[src/rtl/uart_tx.sv]
// rtl/uart_tx.sv - 8N1 UART transmitter with a circular byte FIFO in front of the serialiser.

module uart_tx_fifo #(
  parameter int DEPTH = 16
) (
  input  logic       clock25,
  input  logic       reset,
  input  logic       push,
  input  logic [7:0] wdata,
  input  logic       pop,
  output logic [7:0] rdata,
  output logic       full,
  output logic       empty
);
  localparam int AW = $clog2(DEPTH);

  logic [7:0]    mem [DEPTH];
  logic [AW-1:0] wr_ptr;
  logic [AW-1:0] rd_ptr;
  logic [AW:0]   count;
  logic          do_push;
  logic          do_pop;

  // full comes from the registered count, so a same-edge pop never frees room for a push
  assign full    = (count == (AW+1)'(DEPTH));
  assign empty   = (count == '0);
  assign do_push = push && !full;
  assign do_pop  = pop && !empty;
  assign rdata   = mem[rd_ptr];

  always_ff @(posedge clock25) begin
    if (do_push) begin
      mem[wr_ptr] <= wdata;
    end
  end

  always_ff @(posedge clock25) begin
    if (reset) begin
      wr_ptr <= '0;
      rd_ptr <= '0;
      count  <= '0;
    end else begin
      if (do_push) begin
        wr_ptr <= wr_ptr + 1'b1;
      end
      if (do_pop) begin
        rd_ptr <= rd_ptr + 1'b1;
      end
      case ({do_push, do_pop})
        2'b10:   count <= count + 1'b1;
        2'b01:   count <= count - 1'b1;
        default: count <= count;
      endcase
    end
  end
endmodule

module uart_tx #(
  parameter int BAUD_DIV   = 217,
  parameter int FIFO_DEPTH = 16
) (
  input  logic       clock25,
  input  logic       reset,
  input  logic       send,
  input  logic [7:0] tbyte,
  output logic       full,
  output logic       busy,
  output logic       tx
);
  typedef enum logic [1:0] {IDLE, START, DATA, STOP} state_t;

  localparam logic [15:0] BAUD_LAST = 16'(BAUD_DIV - 1);

  state_t      state;
  state_t      state_nx;
  logic [15:0] baud_cnt;
  logic [15:0] baud_cnt_nx;
  logic [2:0]  bit_idx;
  logic [2:0]  bit_idx_nx;
  logic [7:0]  shreg;
  logic [7:0]  shreg_nx;
  logic        tx_nx;
  logic        pop;
  logic        fifo_empty;
  logic        bit_end;
  logic [7:0]  head;

  uart_tx_fifo #(
    .DEPTH(FIFO_DEPTH)
  ) u_fifo (
    .clock25(clock25),
    .reset  (reset),
    .push   (send),
    .wdata  (tbyte),
    .pop    (pop),
    .rdata  (head),
    .full   (full),
    .empty  (fifo_empty)
  );

  assign bit_end = (baud_cnt == BAUD_LAST);
  assign busy    = (state != IDLE) || !fifo_empty;

  always_ff @(posedge clock25) begin
    if (reset) begin
      state    <= IDLE;
      baud_cnt <= '0;
      bit_idx  <= '0;
      shreg    <= '0;
      tx       <= 1'b1;
    end else begin
      state    <= state_nx;
      baud_cnt <= baud_cnt_nx;
      bit_idx  <= bit_idx_nx;
      shreg    <= shreg_nx;
      tx       <= tx_nx;
    end
  end

  always_comb begin
    state_nx    = state;
    baud_cnt_nx = baud_cnt;
    bit_idx_nx  = bit_idx;
    shreg_nx    = shreg;
    tx_nx       = tx;
    pop         = 1'b0;
    case (state)
      IDLE: begin
        tx_nx       = 1'b1;
        baud_cnt_nx = '0;
        if (!fifo_empty) begin
          pop      = 1'b1;
          shreg_nx = head;
          tx_nx    = 1'b0;
          state_nx = START;
        end
      end
      START: begin
        if (bit_end) begin
          baud_cnt_nx = '0;
          bit_idx_nx  = '0;
          tx_nx       = shreg[0];
          shreg_nx    = {1'b0, shreg[7:1]};
          state_nx    = DATA;
        end else begin
          baud_cnt_nx = baud_cnt + 16'd1;
        end
      end
      DATA: begin
        if (bit_end) begin
          baud_cnt_nx = '0;
          if (bit_idx == 3'd7) begin
            tx_nx    = 1'b1;
            state_nx = STOP;
          end else begin
            bit_idx_nx = bit_idx + 3'd1;
            tx_nx      = shreg[0];
            shreg_nx   = {1'b0, shreg[7:1]};
          end
        end else begin
          baud_cnt_nx = baud_cnt + 16'd1;
        end
      end
      STOP: begin
        if (bit_end) begin
          baud_cnt_nx = '0;
          // chain straight into the next start bit when more data is waiting
          if (!fifo_empty) begin
            pop      = 1'b1;
            shreg_nx = head;
            tx_nx    = 1'b0;
            state_nx = START;
          end else begin
            state_nx = IDLE;
          end
        end else begin
          baud_cnt_nx = baud_cnt + 16'd1;
        end
      end
      default: begin
        state_nx = IDLE;
        tx_nx    = 1'b1;
      end
    endcase
  end
endmodule
[config.mk]
export PLATFORM = sky130hd
export DESIGN_NAME = uart_tx
export DESIGN_NICKNAME = d
export VERILOG_FILES = /design/src/rtl/uart_tx.sv
export SDC_FILE = /design/constraint.sdc
export NUM_CORES = 1
export LEC_CHECK = 0
export BUFFER_PORTS_ARGS = -buffer_cell sky130_fd_sc_hd__buf_2
export CAP_MARGIN = 25
export CORE_UTILIZATION = 62
export CTS_BUF_LIST = sky130_fd_sc_hd__clkbuf_2
export CTS_CLUSTER_DIAMETER = 80
export DETAILED_ROUTE_END_ITERATION = 10
export GPL_TIMING_DRIVEN = 1
export PLACE_DENSITY_LB_ADDON = 0.08
export SLEW_MARGIN = 20
export SYNTH_ARGS = -nofsm -noshare
export SYNTH_HDL_FRONTEND = slang
export SYNTH_SLANG_ARGS = --single-unit
export TNS_END_PERCENT = 100
[constraint.sdc]
create_clock -name clock25 -period 4.39 [get_ports clock25]
set_input_delay 0.2195 -clock clock25 [delete_from_list [all_inputs] [get_ports clock25]]
set_output_delay 0.2195 -clock clock25 [all_outputs]
set_load 0.01 [all_outputs]
### After elaboration in Yosys (flattened, before gate mapping)

Memory sizes are Yosys's and may differ from the RTL's. A register that Yosys moved wholly into a read port is not among the register bits.
Cells that the tools add are included.

| operators by class | value |
|---|---|
| add/sub/neg operators | 6 |
| $mul | 0 |
| divide/modulo/power cells | 0 |
| order comparisons | 0 |
| eq/ne operators | 15 |
| shift-type cells | 0 |
| muxes and demuxes | 34 |
| bitwise operators | 0 |
| reduce and logical (&&, ||, !) cells | 15 |

Operator list:

| operator | number |
|---|---|
| 2-to-1 mux 8 bit | 5 |
| case mux 16 bit (2 select lines) | 1 |
| case mux 8 bit (4 select lines) | 1 |
| adder 16 x 1 -> 16 bit (second input constant) | 1 |
| equality test 16 x 8 -> 1 bit (second input constant) | 1 |
| 2-to-1 mux 16 bit | 1 |
| != test 2 bit (second input constant) | 7 |
| AND reduction 4 bit | 3 |
| 2-to-1 mux 1 bit | 11 |
| 2-to-1 mux 2 bit | 5 |
| case mux 5 bit (2 select lines) | 1 |
| 2-to-1 mux 3 bit | 3 |
| adder 4 x 1 -> 4 bit (second input constant) | 2 |
| 2-to-1 mux 4 bit | 2 |
| case mux 2 bit (4 select lines) | 1 |
| equality test 2 bit (second input constant) | 3 |
| case mux 3 bit (2 select lines) | 1 |
| nonzero test 2 bit | 3 |
| adder 5 x 1 -> 5 bit (second input constant) | 1 |
| equality test 5 bit (second input constant) | 1 |
| logical NOT 5 bit | 1 |
| AND reduction 5 bit | 1 |
| subtractor 5 x 1 -> 5 bit (second input constant) | 1 |
| equality test 2 x 1 -> 1 bit (second input constant) | 2 |
| 9 further kinds | 11 |

| storage, ports and cells | value |
|---|---|
| bits in registers | 43 |
| latch bits | 0 |
| bits in writable memories | 128 |
| memory bits (read-only) | 0 |
| logic and storage cells | 79 |
| memories | 1 |

Memory list:

| name | words | bits a word | read ports | clocked after Yosys merged registers in | write ports | line | text |
|---|---|---|---|---|---|---|---|
| u_fifo.mem | 16 | 8 | 1 | 1 | 1 | 17 | `logic [7:0] mem [DEPTH];` |

### Logic depth before layout (Yosys ltp)

Gate-level depths: netlist (run 1).

| depth | value |
|---|---|
| depth after elaboration | 7 |
| gate-level depth with buffers | 14 |
| depth with buffers taken out | 14 |

### Cells and area by module

From an unflattened synthesis (run 1), not the netlist that was laid out.

| second synthesis, totals | value |
|---|---|
| cell total of the unflattened synthesis | 511 |
| area, all modules | 7,579.8 um^2 |

By module, submodules not included:

| module | times used | cells each | area an instance (um^2) | sequential area each (um^2) |
|---|---|---|---|---|
| uart_tx_fifo | 1 | 330 | 5,891.9 | 4,184.0 |
| uart_tx | 1 | 181 | 1,687.9 | 600.6 |

### Worst setup path before layout (run 1)

OpenSTA, ideal clock, no wires.

| timing path | value |
|---|---|
| kind | register to register |
| from | reg u_fifo.count[1] |
| to | reg u_fifo.count[4] |
| library setup time | 0.070 ns |
| data arrival time | 2.983 ns |
| required time | 4.320 ns |
| setup slack | 1.336 ns |
| cell stages (with the launch flop) | 15 |
| path buffers | 2 |
| period minus slack after synthesis | 3.054 ns |
| path through | dfxtp_1 buf_2 or4_1 nor2_1 or2_2 buf_2 nor2_1 ha_1 xor2_1 ha_1 a211o_1 a21oi_1 a221oi_1 or3_1 a21oi_1 |

| on the way | value |
|---|---|
| word-level cells in the longest chain between the ends | 7 |
| elaborated cells between the ends (all ways) | 15 |
| classes of those cells | add/sub: 2; eq/ne: 3; mux: 4; reduce/logical: 6 |

RTL lines:

| item | line | text |
|---|---|---|
| start: declaration | 20 | `logic [AW:0] count;` |
| start signal: assignment | 50 | `2'b10: count <= count + 1'b1;` |
| start signal: assignment | 51 | `2'b01: count <= count - 1'b1;` |
| start signal: assignment | 52 | `default: count <= count;` |
| logical NOT 5 bit | 26 | `assign empty = (count == '0);` |
| 2-to-1 mux 1 bit | 131, 168 |  |
| 2-to-1 mux 1 bit | 165 | `if (bit_end) begin` |
| case mux 1 bit (2 select lines) | 127 | `case (state)` |
| logical AND 1 bit | 28 | `assign do_pop = pop && !empty;` |
| equality test 2 x 1 -> 1 bit or equality test 2 bit (tied branches) | 49 | `case ({do_push, do_pop})` |
| case mux 5 bit (2 select lines) or nonzero test 2 bit (tied branches) | -- |  |

Several ways; a longest one is shown, not always the timed one.
A chain may end at the register's enable or synchronous reset.

### Final worst setup path (run 1)

| timing path | value |
|---|---|
| from | reg state[0] |
| to | reg u_fifo.count[3] |

| on the way | value |
|---|---|
| word-level cells in the longest chain between the ends | 5 |
| elaborated cells between the ends (all ways) | 8 |
| classes of those cells | eq/ne: 3; mux: 2; reduce/logical: 3 |

RTL lines:

| item | line | text |
|---|---|---|
| start: declaration | 74 | `state_t state;` |
| start signal: assignment | 112 | `state <= state_nx;` |
| equality test 2 bit or logical NOT 2 bit (tied branches) | 127 |  |
| case mux 1 bit (2 select lines) (*) | 127 |  |
| logical AND 1 bit (*) | 28 |  |
| equality test 2 x 1 -> 1 bit or equality test 2 bit (tied branches) | 49 |  |
| case mux 5 bit (2 select lines) or nonzero test 2 bit (tied branches) | -- |  |

Mark *: on every way between the ends. The rest lies on a longest branch, timed or not.

==> impl_results.md, run 1 <==
* Multi-input gate area at between 0.002 and 0.0025 mm^2
* Number of maximum-capacitance constraint violations at 0
* Dominant combinational cell family by area after synthesis: multiplexers
* Maximum number of pins on one net before global-route repair at 34
* Worst path setup slack after routing at 0.9778 ns
* CORE AREA at approximately 0.012 mm^2
* Setup WS pre-CTS at about 1.1 ns
* Standard-cell row count at 39
* Count of antenna-violating nets left after detailed routing at 0
* Post-synthesis compound-gate area fraction at 0.08028
* Setup repair after global routing missed its margin: false
* Final worst path period share at 0.7773
* Most common cell after layout, fill and taps aside: sky130_fd_sc_hd__edfxtp_1
* Final slew viol count at 0
* Critical hold path startpoint: tbyte[7]
* Status: finished, final reports clean
* Sequential area share after synthesis at 0.6450
* Clock insertion delay at the later pin of the skew report at approximately 0.75 ns
* Reg-to-Reg End: u_fifo.count[3]
* Setup skew after layout at around 0.04 ns
* Die Span Y at around 110 um
* Kind of capture point of the worst setup path: flip-flop
* Worst Tran Pin Value at between 1 and 1.5 ns
* Clock tree from TritonCTS: done
* Highest Clock Rate at 293.1 MHz
* Starting density of the core at 0.6442
* Number of setup violations in the final report at 0
* Number of standard cells after synthesis at about 520
* Final hold violation count at 0
* Final nets at 572
* Number of design rule violations left after detail routing at 0
* Initial DRC count at between 300 and 400
* TritonCTS Buffers at 17
* Internal power at ~2.7 mW
* Pre-Repair DR Iteration Count at 5
* Number of levels in the clock H-tree at 4
* Worst min path class: input pin to flip-flop
* Count of clock tree sinks at around 180
* Dominant synthesized flop cell: sky130_fd_sc_hd__edfxtp_1
* Total negative setup slack at 0 ns
* Terminating pin of the worst hold path: u_fifo.mem[14][7]
* Area growth from synthesis to final layout at 7.607%
* Reg2Reg Depth at 10
* GP Congestion at ~0.78
* Area leader, netlist: sky130_fd_sc_hd__edfxtp_1
* Number of antenna violations at the first check in global routing at 0
* Share of the synthesized area in the top cell type at 0.5181
* Crit Path Category: flip-flop to flip-flop
* Parity-gate share of the synthesized area counting xor and xnor cells at 0.02361
* Filler cells at roughly 790
* Post-Syn Area at 0.007418 mm^2
* Post-layout util at 0.6932
* Global router's overall resource usage at 0.2451
* Power density over the cells at roughly 480 mW/mm^2
* Part of the total power dissipated in the clock network at 0.251
* Req. time, crit path at around 5.1 ns
* Simple-gate portion of the synthesized area at 0.09344
* Max Buffers Root-to-Sink at 2
* Share of post-route cells with drive strength above 1 at 0.1619
* Part of the power in combinational logic at 0.238
* First-pass GRT wire length at 22,430 um
* Sequential cell area at approximately 0.0048 mm^2
* Biggest fanout along the worst timing path at 18
* Number of input and output port buffers inserted at 13
* Slack of the worst reg-to-reg path at a little under 1 ns
* Arr. time, crit path at 4.09 ns
* Most used cells in the layout excluding fill and tap cells: 128 x sky130_fd_sc_hd__edfxtp_1, 46 x sky130_fd_sc_hd__dfxtp_1, 44 x sky130_fd_sc_hd__nor2_1, 25 x sky130_fd_sc_hd__mux2i_1, 22 x sky130_fd_sc_hd__a21oi_1
* Total vias in the final route at about 4,300
* Clock root buffer: sky130_fd_sc_hd__clkbuf_2
* Antenna Diode Count at 0
* Die Outline Area at around 0.012 mm^2
* Per-instance average area after synthesis at between 10 and 15 um^2
* Headroom to the max-slew limit at 0.2962
* Count of distinct cell types in the synthesized netlist at 54
* Number of vias per cell after detailed routing at between 6 and 7
* Post-Synth Adder-Cell Area at 0.03036
* Nature of the critical path startpoint: flip-flop
* Switching fraction of total power at 0.3055
* Multiplexer share of the synthesized area at 0.1005
* Remaining Overflow, GRT at 0
* I/O pin count at 14
* HPWL after detailed placement at ~9100 um
* Register clock-pin slew on the reported worst setup and hold paths at approximately 0.25 ns
* Sum of routed wire length over all layers at ~14,000 um
* Async S/R FF share, synth at 0
* Min Tclk post-route at about 3.4 ns
* Yosys warning count at 0
* Max VDD drop at ~330 uV
* Static power due to leakage at about 2.6 nW
* Source of the worst register-to-register timing path: state[0]
* EDFF count, synth at about 130
* Number of global-route vias before repair at 4,194
* Syn nets at about 550
* Part of the total power dissipated in sequential elements at 0.511
* Wire length per cell at a little over 20 um
* Total net switching power at ~1.2 mW
* Hold-critical path depth at 2
* Top cells by area in the synthesized netlist: sky130_fd_sc_hd__edfxtp_1 52%, sky130_fd_sc_hd__dfxtp_1 13%, sky130_fd_sc_hd__mux4_2 5.8%
* DIE WIDTH at about 110 um
* Post-synthesis sequential element count at 175
flip-flops by register name, summed over array words and instances, names as in the netlist, named ones only:
register and cells:
u_fifo.rd_ptr 4, state 2, shreg 8, bit_idx 3, u_fifo.wr_ptr 4, u_fifo.count 5
u_fifo.mem 128, tx 1, baud_cnt 16
final cells by class:
class                      instances  area share
inverter                          14    0.006583
tap                              143     0.02241
clock buffer                      17     0.01066
timing repair buffer              32     0.02947
multi-input combinational        303      0.3050
clock inverter                    15     0.02633
sequential                       175      0.5995
cell usage after synthesis (2+ instances only):
| cell | n |
|---|---|
| sky130_fd_sc_hd__clkbuf_1 | 16 |
| sky130_fd_sc_hd__a221oi_1 | 16 |
| sky130_fd_sc_hd__dfxtp_1 | 47 |
| sky130_fd_sc_hd__a2111oi_0 | 4 |
| sky130_fd_sc_hd__buf_6 | 2 |
| sky130_fd_sc_hd__ha_1 | 18 |
| sky130_fd_sc_hd__mux4_2 | 19 |
| sky130_fd_sc_hd__buf_2 | 3 |
| sky130_fd_sc_hd__or3b_2 | 3 |
| sky130_fd_sc_hd__nand4_1 | 2 |
| sky130_fd_sc_hd__or2_2 | 2 |
| sky130_fd_sc_hd__a211o_1 | 2 |
| sky130_fd_sc_hd__a22oi_1 | 4 |
| sky130_fd_sc_hd__nand2_1 | 18 |
| sky130_fd_sc_hd__nor3_1 | 18 |
| sky130_fd_sc_hd__nor2_1 | 44 |
| sky130_fd_sc_hd__inv_1 | 13 |
| sky130_fd_sc_hd__a41oi_1 | 2 |
| sky130_fd_sc_hd__a311o_1 | 4 |
| sky130_fd_sc_hd__nor2b_1 | 6 |
| sky130_fd_sc_hd__nor4_1 | 2 |
| sky130_fd_sc_hd__a21oi_1 | 22 |
| sky130_fd_sc_hd__mux2_2 | 6 |
| sky130_fd_sc_hd__o31ai_1 | 4 |
| sky130_fd_sc_hd__nand2b_1 | 3 |
| sky130_fd_sc_hd__o22ai_1 | 2 |
| sky130_fd_sc_hd__nand3b_1 | 2 |
| sky130_fd_sc_hd__xor2_1 | 12 |
| sky130_fd_sc_hd__o21ai_0 | 15 |
| sky130_fd_sc_hd__or4_1 | 3 |
| sky130_fd_sc_hd__mux2i_1 | 25 |
| sky130_fd_sc_hd__or3_1 | 4 |
| sky130_fd_sc_hd__edfxtp_1 | 128 |
| sky130_fd_sc_hd__nor4_4 | 2 |
| sky130_fd_sc_hd__a32o_1 | 4 |
| sky130_fd_sc_hd__xnor2_1 | 8 |
| sky130_fd_sc_hd__and2_1 | 3 |
| sky130_fd_sc_hd__nand3_1 | 12 |
| sky130_fd_sc_hd__buf_4 | 4 |
repair_timing:
item | in CTS | in global routing
endpoints found under the hold margin | 146 | 0
resized for setup | 0 | 0
hold buffers | 11 | 0
setup buffers | 0 | 0
worst max path at each step:
| stage | start | endpoint | slack, ns | depth (start not counted) |
|---|---|---|---|---|
| global route | state[1] | u_fifo.count[3] | 0.73 | 10 |
| floorplan | u_fifo.count[1] | u_fifo.count[4] | 1.34 | 14 |
| detailed placement | state[0] | u_fifo.count[3] | 1.07 | 10 |
| CTS | state[0] | u_fifo.count[3] | 0.99 | 10 |
| finish | state[0] | u_fifo.count[3] | 0.98 | 10 |
| global placement | state[0] | u_fifo.count[3] | 1.18 | 10 |
power groups by stage:
stage	registers [mW]	logic, mW	clock network [mW]
after floorplan	1.95	0.781	0
after global placement	1.99	0.883	0
after detailed placement	1.99	0.895	0
after CTS	1.96	0.911	0.975
after global routing	1.97	1.01	1.04
final	1.96	0.911	0.959
layer usage:
metal  global-route usage  share of wire  up-vias
li1                     -              -     2059
met1               0.3488           0.46     2133
met2               0.3733           0.47      127
met3              0.05988          0.054       22
met4              0.08559          0.017        0
met5                    0              0        -
cells by family (layout without fill, tap and decap cells):
logic type	Yosys count	in the layout
compound gates	85	85
xor+xnor	20	20
fa+ha+maj	18	18
buf+inv	41	78
flops	175	175
mux	50	50
simple gates	130	130
worst max-delay path, stage by stage (launching register included):
cell,delay (ns)
sky130_fd_sc_hd__dfxtp_1,0.43
sky130_fd_sc_hd__inv_1,0.11
sky130_fd_sc_hd__ha_1,0.53
sky130_fd_sc_hd__or2_2,0.45
sky130_fd_sc_hd__nor2_1,0.16
sky130_fd_sc_hd__ha_1,0.32
sky130_fd_sc_hd__or3b_2,0.46
sky130_fd_sc_hd__a21boi_0,0.22
sky130_fd_sc_hd__nor3_1,0.07
sky130_fd_sc_hd__or3b_2,0.44
sky130_fd_sc_hd__a21oi_1,0.15
metrics by stage:
step	instance area (um^2)	std cells	hold slack [ns]	power, mW
final	7983	699	0.3539	3.827
after global routing	7983	699	0.2984	4.019
after CTS	7975	698	0.2848	3.844
after detailed placement	7570	655	0.4559	2.889
after global placement	7570	655	0.4426	2.869
after floorplan	7418	519	0.3184	2.730
No activity file was read; power rests on OpenSTA's default activity.
==> run 2: changes to the inputs <==
==> constraint.sdc (replaced) <==
create_clock -name clock25 -period 3.5 [get_ports clock25]
set_input_delay 0.175 -clock clock25 [delete_from_list [all_inputs] [get_ports clock25]]
set_output_delay 0.175 -clock clock25 [all_outputs]
set_load 0.01 [all_outputs]
==> impl_results.md, run 2 (synthesis results as in run 1) <==
* Design Power at 4.737 mW (was 3.827 mW)
* GP Congestion at 0.7957 (was 0.7816)
* Kind of capture point of the worst setup path: flip-flop (unchanged)
* Number of global-route vias before repair at 4,232 (was 4,194)
* Wire length per cell at 19.68 um (was 20.13 um)
* Clock tree from TritonCTS: done (unchanged)
* Final slew viol count at 0 (unchanged)
* Critical hold path startpoint: tbyte[7] (unchanged)
* Max FFs per register at 128 (unchanged)
* Worst Tran Pin Value at 1.027 ns (was 1.052 ns)
* Most congested layer reported by global routing: met2 (unchanged)
* Area growth from synthesis to final layout at 8.214% (was 7.607%)
* Source of the worst register-to-register timing path: u_fifo.count[1] (was state[0])
* Total vias in the final route at 4,353 (was 4,341)
* Max VDD drop at 591.5 uV (was 325.4 uV)
* Number of setup violations in the final report at 0 (unchanged)
* Setup skew after layout at 0.03616 ns (was 0.04116 ns)
* Max Buffers Root-to-Sink at 2 (unchanged)
* I/O pin count at 14 (unchanged)
* Min Tclk post-route at 3.200 ns (was 3.412 ns)
* Headroom to the max-slew limit at 0.3130 (was 0.2962)
* Standard-cell row count at 39 (unchanged)
* Final standard cell count with taps included and fillers excluded at 706 (was 699)
* Initial DRC count at 364 (was 384)
* Clock root buffer: sky130_fd_sc_hd__clkbuf_2 (unchanged)
* Global-route met1 utilization at 0.3397 (was 0.3488)
* Setup repair after global routing missed its margin: false (unchanged)
* Count of antenna-violating nets left after detailed routing at 0 (unchanged)
* Power density over the cells at 590.0 mW/mm^2 (was 479.4 mW/mm^2)
* Nature of the critical path startpoint: flip-flop (unchanged)
* Most common cell after layout, fill and taps aside: sky130_fd_sc_hd__edfxtp_1 (unchanged)
* Number of design rule violations left after detail routing at 0 (unchanged)
* CORE AREA at 0.01152 mm^2 (unchanged)
* Number of vias per cell after detailed routing at 6.166 (was 6.210)
* Total negative setup slack at 0 ns (unchanged)
* Met2 layer usage reported by global route at 0.3796 (was 0.3733)
* Sum of routed wire length over all layers at 13,890 um (was 14,070 um)
* Req. time, crit path at 4.17 ns (was 5.06 ns)
* Number of input and output port buffers inserted at 13 (unchanged)
* Die Outline Area at 0.01241 mm^2 (unchanged)
* First-pass GRT wire length at 22,130 um (was 22,430 um)
* Register clock-pin slew on the reported worst setup and hold paths at 0.26 ns (was 0.25 ns)
* Remaining Overflow, GRT at 0 (unchanged)
* Die Span Y at 111.4 um (unchanged)
* Largest register by flop count: u_fifo.mem (unchanged)
* Final hold violation count at 0 (unchanged)
* Number of antenna violations at the first check in global routing at 0 (unchanged)
* Worst setup path start: u_fifo.count[1] (was state[0])
* TritonCTS Buffers at 17 (unchanged)
* Status: finished, final reports clean (unchanged)
* Highest Clock Rate at 312.5 MHz (was 293.1 MHz)
* Sequential cell area at 0.004786 mm^2 (unchanged)
* Filler cells at 773 (was 785)
* Most used cells in the layout excluding fill and tap cells: 128 x sky130_fd_sc_hd__edfxtp_1, 46 x sky130_fd_sc_hd__dfxtp_1, 43 x sky130_fd_sc_hd__nor2_1, 25 x sky130_fd_sc_hd__mux2i_1, 22 x sky130_fd_sc_hd__a21oi_1 (was 128 x sky130_fd_sc_hd__edfxtp_1, 46 x sky130_fd_sc_hd__dfxtp_1, 44 x sky130_fd_sc_hd__nor2_1, 25 x sky130_fd_sc_hd__mux2i_1, 22 x sky130_fd_sc_hd__a21oi_1)
* Global router's overall resource usage at 0.2416 (was 0.2451)
* Biggest fanout along the worst timing path at 9 (was 18)
* Static power due to leakage at 2.633 nW (was 2.602 nW)
* Maximum number of pins on one net before global-route repair at 34 (unchanged)
* Antenna Diode Count at 0 (unchanged)
* Number of levels in the clock H-tree at 4 (unchanged)
* HPWL after detailed placement at 9221 um (was 9098 um)
* Arr. time, crit path at 3.87 ns (was 4.09 ns)
* Share of post-route cells with drive strength above 1 at 0.1758 (was 0.1619)
* Pre-Repair DR Iteration Count at 5 (unchanged)
* Number of maximum-capacitance constraint violations at 0 (unchanged)
* Registers with the most flip-flops: u_fifo.mem: 128 flops, baud_cnt: 16 flops, shreg: 8 flops (unchanged)
* Starting density of the core at 0.6442 (unchanged)
* Crit Path Category: flip-flop to flip-flop (unchanged)
* Number of placed instances with taps included at 663 (was 655)
* Met3 demand-to-capacity share in global routing at 0.05934 (was 0.05988)
* Count of clock tree sinks at 175 (unchanged)
* Worst min path class: input pin to flip-flop (unchanged)
* Final nets at 579 (was 572)
* Multi-input gate area at 0.002445 mm^2 (was 0.002435 mm^2)
* Clock insertion delay at the later pin of the skew report at 0.72 ns (was 0.75 ns)
* DIE WIDTH at 111.4 um (unchanged)
* Final worst path period share at 0.9144 (was 0.7773)
[run 2: power breakdown]
part           internal [mW]  switching (mW)
Sequential              2.35           0.103
Clock                  0.410           0.693
Combinational          0.524           0.659
Total                   3.28            1.46
[run 2: worst paths after layout]
path,slack [ns],cells past startpoint,to
setup / recovery,0.30,12,u_fifo.count[4]
hold / removal,0.34,2,u_fifo.mem[0][7]
setup reg to reg,0.30,12,u_fifo.count[4]
hold reg to reg,0.48,2,flip-flop
[run 2: cell type report]
class | count | share of cell area
flip-flops and latches | 175 | 0.5962
inverters | 14 | 0.006546
repair buffers | 39 | 0.03709
clock buffers | 17 | 0.01060
well taps | 143 | 0.02229
clock inverters | 15 | 0.02276
multi-input cells | 303 | 0.3046
[run 2: metrics by stage]
stage               hold WS [ns]  worst slack [ns]  cell area [um^2]    util
floorplan                 0.2739            0.4463              7418       -
global placement          0.4428            0.3946              7642  0.6636
detailed placement        0.4583            0.2482              7642  0.6636
CTS                       0.2871            0.2103              8010  0.6956
global route              0.2900           0.03660              8028  0.6971
finish                    0.3423            0.2998              8028  0.6971
[run 2: timing repair]
action,CTS,global route
hold buffers,10,0
setup endpoints to repair,0,1
gates resized for setup,0,2
hold endpoints to repair,146,0
buffers inserted,0,0
[run 2: layer usage]
layer  routed length, um  vias up
met5                   0        -
met3                 932       17
li1                    -     2068
met4                 162        0
met1                6217     2132
met2                6580      136
[run 2: critical path: stages, from the launching register on]
cell and delay, ns:
sky130_fd_sc_hd__dfxtp_1 0.44, sky130_fd_sc_hd__or4_1 0.59, sky130_fd_sc_hd__nor2_2 0.21, sky130_fd_sc_hd__or2_2 0.22, sky130_fd_sc_hd__nor2_1 0.08, sky130_fd_sc_hd__ha_1 0.28, sky130_fd_sc_hd__xor2_1 0.18, sky130_fd_sc_hd__ha_1 0.22
sky130_fd_sc_hd__a211o_1 0.27, sky130_fd_sc_hd__a21oi_1 0.15, sky130_fd_sc_hd__a221oi_1 0.08, sky130_fd_sc_hd__or3_1 0.32, sky130_fd_sc_hd__a21oi_1 0.14
==> run 3: changes to the inputs <==
--- a/config.mk
+++ b/config.mk
@@ -11,7 +11,7 @@
 export CTS_BUF_LIST = sky130_fd_sc_hd__clkbuf_2
 export CTS_CLUSTER_DIAMETER = 80
 export DETAILED_ROUTE_END_ITERATION = 10
-export GPL_TIMING_DRIVEN = 1
+export GPL_TIMING_DRIVEN = 0
 export PLACE_DENSITY_LB_ADDON = 0.08
 export SLEW_MARGIN = 20
 export SYNTH_ARGS = -nofsm -noshare
==> impl_results.md, run 3 (synthesis results as in run 1) <==
* Worst-case hold slack at 0.3073 ns (was 0.3423 ns)
* Maximum number of pins on one net before global-route repair at 18 (was 34)
* TritonCTS Buffers at 17 (unchanged)
* CORE AREA at 0.01152 mm^2 (unchanged)
* Area growth from synthesis to final layout at 8.416% (was 8.214%)
* Most common cell after layout, fill and taps aside: sky130_fd_sc_hd__edfxtp_1 (unchanged)
* Highest Clock Rate at 301.6 MHz (was 312.5 MHz)
* Worst Tran Pin Value at 1.004 ns (was 1.027 ns)
* Final worst path period share at 0.9473 (was 0.9144)
* Worst min path class: input pin to flip-flop (unchanged)
* DIE WIDTH at 111.4 um (unchanged)
* Most used cells in the layout excluding fill and tap cells: 128 x sky130_fd_sc_hd__edfxtp_1, 46 x sky130_fd_sc_hd__dfxtp_1, 41 x sky130_fd_sc_hd__nor2_1, 25 x sky130_fd_sc_hd__mux2i_1, 22 x sky130_fd_sc_hd__a21oi_1 (was 128 x sky130_fd_sc_hd__edfxtp_1, 46 x sky130_fd_sc_hd__dfxtp_1, 43 x sky130_fd_sc_hd__nor2_1, 25 x sky130_fd_sc_hd__mux2i_1, 22 x sky130_fd_sc_hd__a21oi_1)
* Status: finished, final reports clean (unchanged)
* Arr. time, crit path at 4.03 ns (was 3.87 ns)
* Registers with the most flip-flops: u_fifo.mem: 128 flops, baud_cnt: 16 flops, shreg: 8 flops (unchanged)
* Antenna Diode Count at 0 (unchanged)
* Number of setup violations in the final report at 0 (unchanged)
* Number of design rule violations left after detail routing at 0 (unchanged)
* Count of clock tree sinks at 175 (unchanged)
* Static power due to leakage at 2.629 nW (was 2.633 nW)
* HPWL after detailed placement at 9899 um (was 9221 um)
* Max Buffers Root-to-Sink at 2 (unchanged)
* I/O pin count at 14 (unchanged)
* Remaining Overflow, GRT at 0 (unchanged)
* Total negative setup slack at 0 ns (unchanged)
* Nature of the critical path startpoint: flip-flop (unchanged)
* Register clock-pin slew on the reported worst setup and hold paths at 0.28 ns (was 0.26 ns)
* Max VDD drop at 436.3 uV (was 591.5 uV)
* Req. time, crit path at 4.21 ns (was 4.17 ns)
* Global router's overall resource usage at 0.2556 (was 0.2416)
* Total vias in the final route at 4,498 (was 4,353)
* Setup skew after layout at 0.04312 ns (was 0.03616 ns)
* Final slew viol count at 0 (unchanged)
* GP Congestion at 0.8297 (was 0.7957)
* Power density over the cells at 593.7 mW/mm^2 (was 590.0 mW/mm^2)
* Pre-Repair DR Iteration Count at 5 (unchanged)
* Kind of capture point of the worst setup path: flip-flop (unchanged)
* Design Power at 4.775 mW (was 4.737 mW)
* Starting density of the core at 0.6442 (unchanged)
* Number of maximum-capacitance constraint violations at 0 (unchanged)
* Clock root buffer: sky130_fd_sc_hd__clkbuf_2 (unchanged)
* Biggest fanout along the worst timing path at 9 (unchanged)
* Number of levels in the clock H-tree at 4 (unchanged)
* Largest register by flop count: u_fifo.mem (unchanged)
* Sum of routed wire length over all layers at 14,840 um (was 13,890 um)
* Worst path setup slack after routing at 0.1844 ns (was 0.2998 ns)
* Wire length per cell at 20.63 um (was 19.68 um)
* Headroom to the max-slew limit at 0.3282 (was 0.3130)
* Count of antenna-violating nets left after detailed routing at 0 (unchanged)
* Final hold violation count at 0 (unchanged)
* Share of post-route cells with drive strength above 1 at 0.1736 (was 0.1758)
* Min Tclk post-route at 3.316 ns (was 3.200 ns)
* Initial DRC count at 365 (was 364)
* Die Span Y at 111.4 um (unchanged)
* Standard-cell row count at 39 (unchanged)
* First-pass GRT wire length at 23,070 um (was 22,130 um)
* Number of input and output port buffers inserted at 13 (unchanged)
* Max FFs per register at 128 (unchanged)
* Die Outline Area at 0.01241 mm^2 (unchanged)
* Number of global-route vias before repair at 4,345 (was 4,232)
* Clock tree from TritonCTS: done (unchanged)
* Crit Path Category: flip-flop to flip-flop (unchanged)
* Clock insertion delay at the later pin of the skew report at 0.75 ns (was 0.72 ns)
* Number of antenna violations at the first check in global routing at 0 (unchanged)
* Post-layout util at 0.6984 (was 0.6971)
* Number of vias per cell after detailed routing at 6.256 (was 6.166)
* Setup WS pre-CTS at 0.07587 ns (was 0.2482 ns)
* Final nets at 592 (was 579)
[run 3: report_power, final]
group | internal (mW) | leakage [nW] | switching, mW
clock network | 0.283 | 0.144 | 0.738
logic | 0.574 | 0.946 | 0.759
registers | 2.35 | 1.54 | 0.0727
[run 3: worst paths after layout]
| path | start | endpoint | slack [ns] | cells after the start |
|---|---|---|---|---|
| worst max-delay path | u_fifo.count[1] | u_fifo.count[4] | 0.18 | 14 |
| worst min-delay path | tbyte[7] | u_fifo.mem[3][7] | 0.31 | 2 |
| worst max register to register | u_fifo.count[1] | u_fifo.count[4] | 0.18 | 14 |
| worst min register to register | u_fifo.rd_ptr[3] | flip-flop | 0.51 | 2 |
[run 3: what timing repair did]
item,in CTS,in global routing
endpoints found under the setup margin,0,3
gates resized for setup,0,5
hold buffers,10,0
endpoints found under the hold margin,139,0
buffers inserted,0,0
[run 3: area by class of cell]
| class | count | area, um^2 |
|---|---|---|
| plain buffers | 27 | 146.4 |
| clock buffers | 17 | 85.08 |
| clock inverters | 15 | 146.4 |
| fillers | 812 | 3473 |
| inverters | 14 | 52.55 |
| multi-input cells | 303 | 2470 |
| flip-flops and latches | 175 | 4786 |
| well taps | 143 | 178.9 |
| repair buffers | 25 | 177.7 |
[run 3: metal layers]
metal | part of all wire | wire (um) | global-route usage | vias up
met3 | 0.072 | 1064 | 0.06315 | 18
met1 | 0.44 | 6584 | 0.3582 | 2240
met4 | 0.019 | 275 | 0.1045 | 0
met2 | 0.47 | 6912 | 0.3883 | 154
met5 | 0 | 0 | 0 | -
li1 | - | - | - | 2086
[run 3: critical path, stage by stage (launching register included)]
cell and delay, ns:
sky130_fd_sc_hd__dfxtp_1 0.35, sky130_fd_sc_hd__buf_2 0.16, sky130_fd_sc_hd__or4_1 0.58, sky130_fd_sc_hd__nor2_2 0.23, sky130_fd_sc_hd__or2_2 0.15, sky130_fd_sc_hd__buf_2 0.18, sky130_fd_sc_hd__nor2_2 0.08, sky130_fd_sc_hd__ha_4 0.21
sky130_fd_sc_hd__xor2_1 0.14, sky130_fd_sc_hd__ha_1 0.22, sky130_fd_sc_hd__a211o_1 0.28, sky130_fd_sc_hd__a21oi_1 0.18, sky130_fd_sc_hd__a221oi_1 0.08, sky130_fd_sc_hd__or3_1 0.32, sky130_fd_sc_hd__a21oi_1 0.13
[run 3: per-stage QoR]
| step | cell area [um^2] | cells |
|---|---|---|
| floorplan | 7418 | 519 |
| global placement | 7662 | 675 |
| detailed placement | 7682 | 676 |
| CTS | 8014 | 718 |
| global route | 8043 | 719 |
| finish | 8043 | 719 |
